--- src/rtl/imem_loader_pkg.sv ---
// Shared state encoding and stream framing constants for the instruction-memory loader.
// IMEM_LOADER_CHECKSUM_EN adds the CSUM state for the trailing XOR checksum byte.
package imem_loader_pkg;

    localparam int HDR_BYTES  = 2;
    localparam int WORD_BYTES = 4;
    localparam int CNT_W      = 16;

    typedef enum logic [2:0] {
        ST_HDR_LO = 3'd0,
        ST_HDR_HI = 3'd1,
        ST_DATA   = 3'd2,
`ifdef IMEM_LOADER_CHECKSUM_EN
        ST_CSUM   = 3'd3,
`endif
        ST_DONE   = 3'd4,
        ST_ERROR  = 3'd5
    } state_e;

    function automatic logic [CNT_W-1:0] word_count(input logic [7:0] lo, input logic [7:0] hi);
        return {hi, lo};
    endfunction

endpackage

--- src/rtl/imem_loader_byte_packer.sv ---
// Assembles four stream bytes into one little-endian 32-bit word.
// The completed word is presented combinationally alongside the 4th byte.
module byte_packer
    import imem_loader_pkg::*;
(
    input  logic        clk,
    input  logic        reset_n,
    input  logic        clear_i,
    input  logic        en_i,
    input  logic [7:0]  byte_i,
    output logic        word_valid_o,
    output logic [31:0] word_o
);

    localparam logic [1:0] LAST_BYTE = 2'(WORD_BYTES - 1);

    logic [1:0]  cnt_q, cnt_d;
    logic [31:0] shreg_q, shreg_d;

    always_comb begin
        cnt_d   = cnt_q;
        shreg_d = shreg_q;
        if (clear_i) begin
            cnt_d   = '0;
            shreg_d = '0;
        end else if (en_i) begin
            cnt_d   = cnt_q + 2'd1;
            shreg_d = {byte_i, shreg_q[31:8]};
        end
    end

    always_ff @(posedge clk or negedge reset_n) begin
        if (!reset_n) begin
            cnt_q   <= '0;
            shreg_q <= '0;
        end else begin
            cnt_q   <= cnt_d;
            shreg_q <= shreg_d;
        end
    end

    assign word_valid_o = en_i && !clear_i && (cnt_q == LAST_BYTE);
    assign word_o       = {byte_i, shreg_q[31:8]};

endmodule

--- src/rtl/imem_loader.sv ---
// Boot loader: parses a counted byte stream into instruction writes and holds the CPU in reset until done.
// Optional trailing checksum byte is enabled with IMEM_LOADER_CHECKSUM_EN.
module imem_loader
    import imem_loader_pkg::*;
#(
    parameter logic [31:0] ADDR_BASE = 32'h0000_0000,
    parameter int          MAX_WORDS = 1024
) (
    input  logic        clk,
    input  logic        reset_n,
    input  logic        byte_valid,
    input  logic [7:0]  byte_data,
    output logic        byte_ready,
    output logic [31:0] tb_addr,
    output logic [31:0] tb_inst,
    output logic        tb_we,
    output logic        cpu_reset_n,
    output logic        load_done,
    output logic        load_err
);

    localparam logic [CNT_W-1:0] MAX_N = CNT_W'(MAX_WORDS);
`ifdef IMEM_LOADER_CHECKSUM_EN
    localparam state_e TAIL_ST = ST_CSUM;
`else
    localparam state_e TAIL_ST = ST_DONE;
`endif

    state_e           state_q, state_d;
    logic             xfer;
    logic             pk_clear, pk_en, word_valid;
    logic [31:0]      word;
    logic [CNT_W-1:0] n_hdr, last_idx;
    logic [7:0]       cnt_lo_q, cnt_lo_d;
    logic [CNT_W-1:0] count_q, count_d;
    logic [CNT_W-1:0] idx_q, idx_d;
    logic [31:0]      addr_q, addr_d;
    logic [31:0]      inst_q, inst_d;
    logic             we_q, we_d;
    logic             done_q, done_d;
    logic             err_q, err_d;
    logic             csum_ok;

    assign xfer     = byte_valid && byte_ready;
    assign pk_clear = (state_q == ST_HDR_LO) || (state_q == ST_HDR_HI);
    assign pk_en    = xfer && (state_q == ST_DATA);
    assign n_hdr    = word_count(cnt_lo_q, byte_data);
    assign last_idx = count_q - CNT_W'(1);

    byte_packer u_packer (
        .clk          (clk),
        .reset_n      (reset_n),
        .clear_i      (pk_clear),
        .en_i         (pk_en),
        .byte_i       (byte_data),
        .word_valid_o (word_valid),
        .word_o       (word)
    );

`ifdef IMEM_LOADER_CHECKSUM_EN
    logic [7:0] csum_q, csum_d;

    always_comb begin
        csum_d = csum_q;
        if (xfer && state_q == ST_HDR_HI) begin
            csum_d = '0;
        end else if (pk_en) begin
            csum_d = csum_q ^ byte_data;
        end
    end

    always_ff @(posedge clk or negedge reset_n) begin
        if (!reset_n) csum_q <= '0;
        else          csum_q <= csum_d;
    end

    assign csum_ok = (byte_data == csum_q);
`else
    assign csum_ok = 1'b0;
`endif

    // FSM: state register
    always_ff @(posedge clk or negedge reset_n) begin
        if (!reset_n) state_q <= ST_HDR_LO;
        else          state_q <= state_d;
    end

    // FSM: next state
    always_comb begin
        state_d = state_q;
        unique case (state_q)
            ST_HDR_LO: if (xfer) state_d = ST_HDR_HI;
            ST_HDR_HI: begin
                if (xfer) begin
                    if (n_hdr > MAX_N)       state_d = ST_ERROR;
                    else if (n_hdr == '0)    state_d = TAIL_ST;
                    else                     state_d = ST_DATA;
                end
            end
            ST_DATA:   if (word_valid && idx_q == last_idx) state_d = TAIL_ST;
`ifdef IMEM_LOADER_CHECKSUM_EN
            ST_CSUM:   if (xfer) state_d = csum_ok ? ST_DONE : ST_ERROR;
`endif
            default:   state_d = state_q;
        endcase
    end

    // FSM: outputs
    always_comb begin
        byte_ready = 1'b0;
        unique case (state_q)
            ST_HDR_LO, ST_HDR_HI, ST_DATA: byte_ready = 1'b1;
`ifdef IMEM_LOADER_CHECKSUM_EN
            ST_CSUM:                       byte_ready = 1'b1;
`endif
            default:                       byte_ready = 1'b0;
        endcase
    end

    always_comb begin
        cnt_lo_d = cnt_lo_q;
        count_d  = count_q;
        idx_d    = idx_q;
        addr_d   = addr_q;
        inst_d   = inst_q;
        we_d     = word_valid;
        done_d   = done_q || (state_q == ST_DONE);
        err_d    = err_q || (state_q == ST_ERROR);
        if (xfer && state_q == ST_HDR_LO) cnt_lo_d = byte_data;
        if (xfer && state_q == ST_HDR_HI) begin
            count_d = n_hdr;
            idx_d   = '0;
        end
        if (word_valid) begin
            addr_d = ADDR_BASE + {14'd0, idx_q, 2'b00};
            inst_d = word;
            idx_d  = idx_q + CNT_W'(1);
        end
    end

    always_ff @(posedge clk or negedge reset_n) begin
        if (!reset_n) begin
            cnt_lo_q <= '0;
            count_q  <= '0;
            idx_q    <= '0;
            addr_q   <= '0;
            inst_q   <= '0;
            we_q     <= 1'b0;
            done_q   <= 1'b0;
            err_q    <= 1'b0;
        end else begin
            cnt_lo_q <= cnt_lo_d;
            count_q  <= count_d;
            idx_q    <= idx_d;
            addr_q   <= addr_d;
            inst_q   <= inst_d;
            we_q     <= we_d;
            done_q   <= done_d;
            err_q    <= err_d;
        end
    end

    assign tb_addr     = addr_q;
    assign tb_inst     = inst_q;
    assign tb_we       = we_q;
    assign load_done   = done_q;
    assign load_err    = err_q;
    assign cpu_reset_n = done_q;

endmodule

--- config.mk ---
export PLATFORM = sky130hd
export DESIGN_NAME = imem_loader
export DESIGN_NICKNAME = d
export VERILOG_FILES = /design/src/rtl/imem_loader_pkg.sv /design/src/rtl/imem_loader_byte_packer.sv /design/src/rtl/imem_loader.sv
export SDC_FILE = /design/constraint.sdc
export NUM_CORES = 1
export LEC_CHECK = 0
export CAP_MARGIN = 20
export CORE_MARGIN = 2
export CORE_UTILIZATION = 50
export CTS_BUF_LIST = sky130_fd_sc_hd__clkbuf_2 sky130_fd_sc_hd__clkbuf_4 sky130_fd_sc_hd__clkbuf_8
export DETAILED_ROUTE_END_ITERATION = 8
export PLACE_DENSITY_LB_ADDON = 0.3
export SLEW_MARGIN = 5
export SYNTH_ARGS = -nofsm -noshare
export SYNTH_HDL_FRONTEND = slang
export SYNTH_HIERARCHICAL = 1
export SYNTH_SLANG_ARGS = --single-unit
--- constraint.sdc ---
create_clock -name clk -period 3.3 [get_ports clk]
set_input_delay 0.66 -clock clk [delete_from_list [all_inputs] [get_ports clk]]
set_output_delay 0.66 -clock clk [all_outputs]
set_load 0.01 [all_outputs]
==> results.txt <==
- Run status: finished, final reports clean
- Sw Ratio: 0.301
* Count of hold-fix buffers inserted at cts: 0
* Share of post-route cells with drive strength above 1: 0.188
* Vertical die dimension: about 110 um
- The final route contains 3834 vias.
* Tightest slew margin relative to the limit: 0.536
- Count of buffers added by post-CTS timing repair for setup: 0
- The core region is 10900 um^2.
- Post-cts sizing count: 0
- Routed length per instance: between 15 and 20 um
* Final net count: 570
- The clock net in this run drives a total of 120 sinks.
- The floorplan has 38 rows.
- The first global-routing pass estimated between 15 and 20 mm of wire.
- The setup path with the least slack is of type flip-flop to flip-flop.
* Proportion of power drawn by the clock network: 0.331
* Arrival @ worst endpoint: between 2000 and 3000 ps
* Maximum vdd ir drop: between 0.3 and 0.4 mV
- The number of pins with negative max-slew slack in the final report is 0.
- In this run the deepest clock path goes through 2 buffers.
- Dividing total power by cell area gives a power density of 584 nW/um^2.
* Data required time at the worst endpoint: 3610 ps
- During synthesis, Yosys emitted a total of 6 warnings.
* Tmin final: 2530 ps
- Critical Path Sink: state_q[1]
- Once detail routing completed, the nets flagged for antenna violations numbered 0.
- The tightest min-delay check is of the primary input to async pin type.
- Distinct cells, synth: 51
- Ant diodes: 0
- Worst setup skew after layout: 8.88 ps
* Largest net degree at the start of global routing: 91
- Number of cells on the worst reg-to-reg path: 8
- Fraction of synthesis flops using an asynchronous set or reset pin: 1.00
- The first routing iteration left between 200 and 250 violations.
- Die area: about 12000 um^2
- Setup repair after global routing left no endpoint under its margin.
* Final count of negative-setup-slack endpoints: 0
* Element type at the critical path end: flip-flop
- Boundary Pins: 80
- # port buffers: 63
- The synthesized design contains 120 register bits.
- Setup total negative slack on the finished layout was measured at 0 ps.
* Worst R2R End: state_q[1]
* Clk_lat worst skew: between 400 and 500 ps
* Cell Area, Synth: roughly 5600 um^2
- The final hold violation count is 0.
- Clock-pin slew was measured on the worst setup and hold paths at about 70 ps.
- Static leakage power: 0.00309 uW
* Global-route total usage across every layer: 0.206
* Sequential fraction of the synthesis area: 0.532
* Part of the total power dissipated in sequential elements: 0.461
* Remaining design rule violation count: 0
- Maximum Capacitance Violations: 0
- At the pin with the least slew margin, the transition time is between 600 and 700 ps.
- Core occupancy in the finished layout: 0.608
- Final estimated routing congestion in global placement: about 0.83
* Launch point of the critical path: count_q[0]
* Int Pwr: between 2000 and 3000 uW
- In the synthesized netlist the dominant register cell turns out to be sky130_fd_sc_hd__dfrtp_1.
- Of the available clock period, the critical path in the final layout requires 0.766.
* Gate count of the mapped netlist: between 500 and 600
* Number of levels in the clock H-tree: 4
- The worst setup path is launched from a flip-flop.
- Worst reg2reg path startpoint: count_q[0]
- The analysis attributes to net switching a power of 1170 uW.
- The initial utilization of the core area, before any placement, comes to 0.516.
- Compared with the post-synthesis result, the final layout area differs by 17.8%.
- Via count of the first global-routing pass: around 3900
- Average cell area after synthesis: 11.3 um^2
* Worst R2R Setup Slack: about 770 ps
- The HPWL after detailed placement is between 7 and 8 mm.
- Vias per std cell: around 5.4
- Antenna violations before repair: 0
- Total congestion overflow: 0
- Number of buffers created by CTS: 17
- Combinational share of power: 0.208
* Maximum frequency from static timing analysis: 396 MHz
* CP max FO: 5
- For this block, the routed nets add up to 11.3 mm of wire.
- Before antenna repair, the detailed router went through 4 iterations.
- Root buf cell: sky130_fd_sc_hd__clkbuf_8
* Count of flip-flops with a built-in enable after synthesis: 0
- TritonCTS built the clock tree.
- X dimension of the die: between 100 and 150 um
## per-stage QoR
| stage | hold slack (ps) | cell area (um^2) | instances | power [uW] | setup WS [ps] |
|---|---|---|---|---|---|
| global route | 188 | 6650 | 708 | 4110 | 561 |
| detailed placement | 484 | 6250 | 677 | 2620 | 598 |
| global placement | 453 | 6250 | 677 | 2580 | 636 |
| CTS | 170 | 6650 | 708 | 3920 | 780 |
| floorplan | 364 | 5700 | 516 | 2400 | 625 |
| finish | 180 | 6650 | 708 | 3880 | 772 |
## worst min-delay path by stage
stage / endpoint / slack, ps / from / depth (start not counted)
2_1_floorplan: cnt_lo_q[0] / 360 / reset_n / 0
3_3_place_gp: load_err / 450 / load_err / 1
3_5_place_dp: load_err / 480 / load_err / 1
4_1_cts: tb_addr[12] / 170 / reset_n / 1
5_1_grt: tb_addr[12] / 190 / reset_n / 1
6_report: tb_addr[12] / 180 / reset_n / 1
## final cells by class
class	count	area [um^2]
fill	876	4290
multi-input combinational	339	2350
clock inverter	8	96.3
clock buffer	23	298
inverter	7	26.3
sequential	120	3000
tap	140	175
timing repair buffer	71	701
## cells in the final DEF (no fill, tap or decap), types with 2 or more instances in the layout
| cell | instances |
|---|---|
| sky130_fd_sc_hd__nor3b_1 | 2 |
| sky130_fd_sc_hd__mux2_2 | 56 |
| sky130_fd_sc_hd__clkbuf_4 | 3 |
| sky130_fd_sc_hd__and2_1 | 4 |
| sky130_fd_sc_hd__clkbuf_8 | 20 |
| sky130_fd_sc_hd__nor3_1 | 6 |
| sky130_fd_sc_hd__nand4b_1 | 2 |
| sky130_fd_sc_hd__a22oi_1 | 2 |
| sky130_fd_sc_hd__a32oi_1 | 2 |
| sky130_fd_sc_hd__bufinv_16 | 2 |
| sky130_fd_sc_hd__xnor2_1 | 14 |
| sky130_fd_sc_hd__buf_4 | 8 |
| sky130_fd_sc_hd__nor4_1 | 7 |
| sky130_fd_sc_hd__nor2b_1 | 2 |
| sky130_fd_sc_hd__clkinv_2 | 4 |
| sky130_fd_sc_hd__nand2_1 | 63 |
| sky130_fd_sc_hd__dfrtp_1 | 120 |
| sky130_fd_sc_hd__ha_1 | 3 |
| sky130_fd_sc_hd__mux2i_1 | 33 |
| sky130_fd_sc_hd__or3b_1 | 2 |
| sky130_fd_sc_hd__nor2_2 | 2 |
| sky130_fd_sc_hd__clkdlybuf4s50_1 | 62 |
| sky130_fd_sc_hd__o21ai_0 | 24 |
| sky130_fd_sc_hd__a31oi_1 | 5 |
| sky130_fd_sc_hd__and3_1 | 5 |
| sky130_fd_sc_hd__conb_1 | 16 |
| sky130_fd_sc_hd__o31ai_1 | 3 |
| sky130_fd_sc_hd__inv_1 | 7 |
| sky130_fd_sc_hd__nor2_1 | 40 |
| sky130_fd_sc_hd__and4_1 | 2 |
| sky130_fd_sc_hd__xor2_1 | 8 |
| sky130_fd_sc_hd__nand3_1 | 5 |
| sky130_fd_sc_hd__a21oi_1 | 5 |
| sky130_fd_sc_hd__nand4_1 | 8 |
## metal layers
layer	GRT usage	up-vias	share of wire
li1	-	1813	-
met1	0.269	1915	0.45
met2	0.329	94	0.48
met3	0.0617	12	0.052
met4	0.0705	0	0.017
met5	0	-	0
## logic make-up (layout without fill, tap and decap cells)
kind of cell	Yosys count	count (layout)	synth area share
AOI/OAI and AO/OA	48	48	0.0525
xor gates and xnor gates	22	22	0.0341
and+or+nand+nor	160	160	0.138
DFF	120	120	0.532
buffers and inverters	57	109	0.0638
muxes	90	90	0.172
other	1	16	0.000664
adders and majority gates	3	3	0.00665
## state kept, by name, indices dropped and copies added, names as in the netlist
signal / flops
u_packer/cnt_q: 2
tb_inst: 32
tb_addr: 16
cpu_reset_n: 1
load_err: 1
state_q: 3
idx_q: 16
u_packer/shreg_q: 24
count_q: 16
tb_we: 1
cnt_lo_q: 8
## synthesized netlist by cell type (2+ instances only)
| master | number | area share |
|---|---|---|
| sky130_fd_sc_hd__a21oi_1 | 5 | 0.0044 |
| sky130_fd_sc_hd__and3_1 | 5 | 0.0055 |
| sky130_fd_sc_hd__a31oi_1 | 5 | 0.0055 |
| sky130_fd_sc_hd__or3b_1 | 2 | 0.0031 |
| sky130_fd_sc_hd__a22oi_1 | 2 | 0.0027 |
| sky130_fd_sc_hd__buf_6 | 2 | 0.0040 |
| sky130_fd_sc_hd__dfrtp_1 | 120 | 0.53 |
| sky130_fd_sc_hd__nor4_1 | 7 | 0.0078 |
| sky130_fd_sc_hd__nor3_1 | 6 | 0.0053 |
| sky130_fd_sc_hd__mux2_2 | 56 | 0.11 |
| sky130_fd_sc_hd__and2_1 | 4 | 0.0044 |
| sky130_fd_sc_hd__buf_12 | 2 | 0.0071 |
| sky130_fd_sc_hd__xor2_1 | 8 | 0.012 |
| sky130_fd_sc_hd__inv_1 | 7 | 0.0047 |
| sky130_fd_sc_hd__xnor2_1 | 14 | 0.022 |
| sky130_fd_sc_hd__nor2b_1 | 2 | 0.0022 |
| sky130_fd_sc_hd__nor3b_1 | 2 | 0.0027 |
| sky130_fd_sc_hd__buf_2 | 4 | 0.0035 |
| sky130_fd_sc_hd__clkbuf_1 | 15 | 0.010 |
| sky130_fd_sc_hd__nor2_1 | 42 | 0.028 |
| sky130_fd_sc_hd__and4_1 | 2 | 0.0031 |
| sky130_fd_sc_hd__nand4_1 | 8 | 0.0089 |
| sky130_fd_sc_hd__nand2_1 | 63 | 0.042 |
| sky130_fd_sc_hd__nand4b_1 | 2 | 0.0031 |
| sky130_fd_sc_hd__mux2i_1 | 33 | 0.059 |
| sky130_fd_sc_hd__ha_1 | 3 | 0.0067 |
| sky130_fd_sc_hd__a32oi_1 | 2 | 0.0031 |
| sky130_fd_sc_hd__buf_1 | 2 | 0.0013 |
| sky130_fd_sc_hd__nand3_1 | 5 | 0.0044 |
| sky130_fd_sc_hd__buf_4 | 25 | 0.033 |
| sky130_fd_sc_hd__o21ai_0 | 24 | 0.021 |
| sky130_fd_sc_hd__o31ai_1 | 3 | 0.0040 |
## worst max-delay path, stage by stage, from the launching register on
cell and delay (ps):
sky130_fd_sc_hd__dfrtp_1 430, sky130_fd_sc_hd__inv_1 110, sky130_fd_sc_hd__ha_1 200, sky130_fd_sc_hd__or3b_1 440, sky130_fd_sc_hd__nor4b_2 280, sky130_fd_sc_hd__o21ai_0 130, sky130_fd_sc_hd__a211oi_1 360, sky130_fd_sc_hd__nand4_1 240
sky130_fd_sc_hd__a21o_1 230
## power groups by stage
stage | logic, uW | registers (uW) | clock network, uW
global placement | 783 | 1800 | 0
global route | 908 | 1810 | 1390
CTS | 811 | 1790 | 1330
detailed placement | 806 | 1810 | 0
floorplan | 650 | 1750 | 0
finish | 807 | 1790 | 1280
Power figures use the tool's default switching activity.
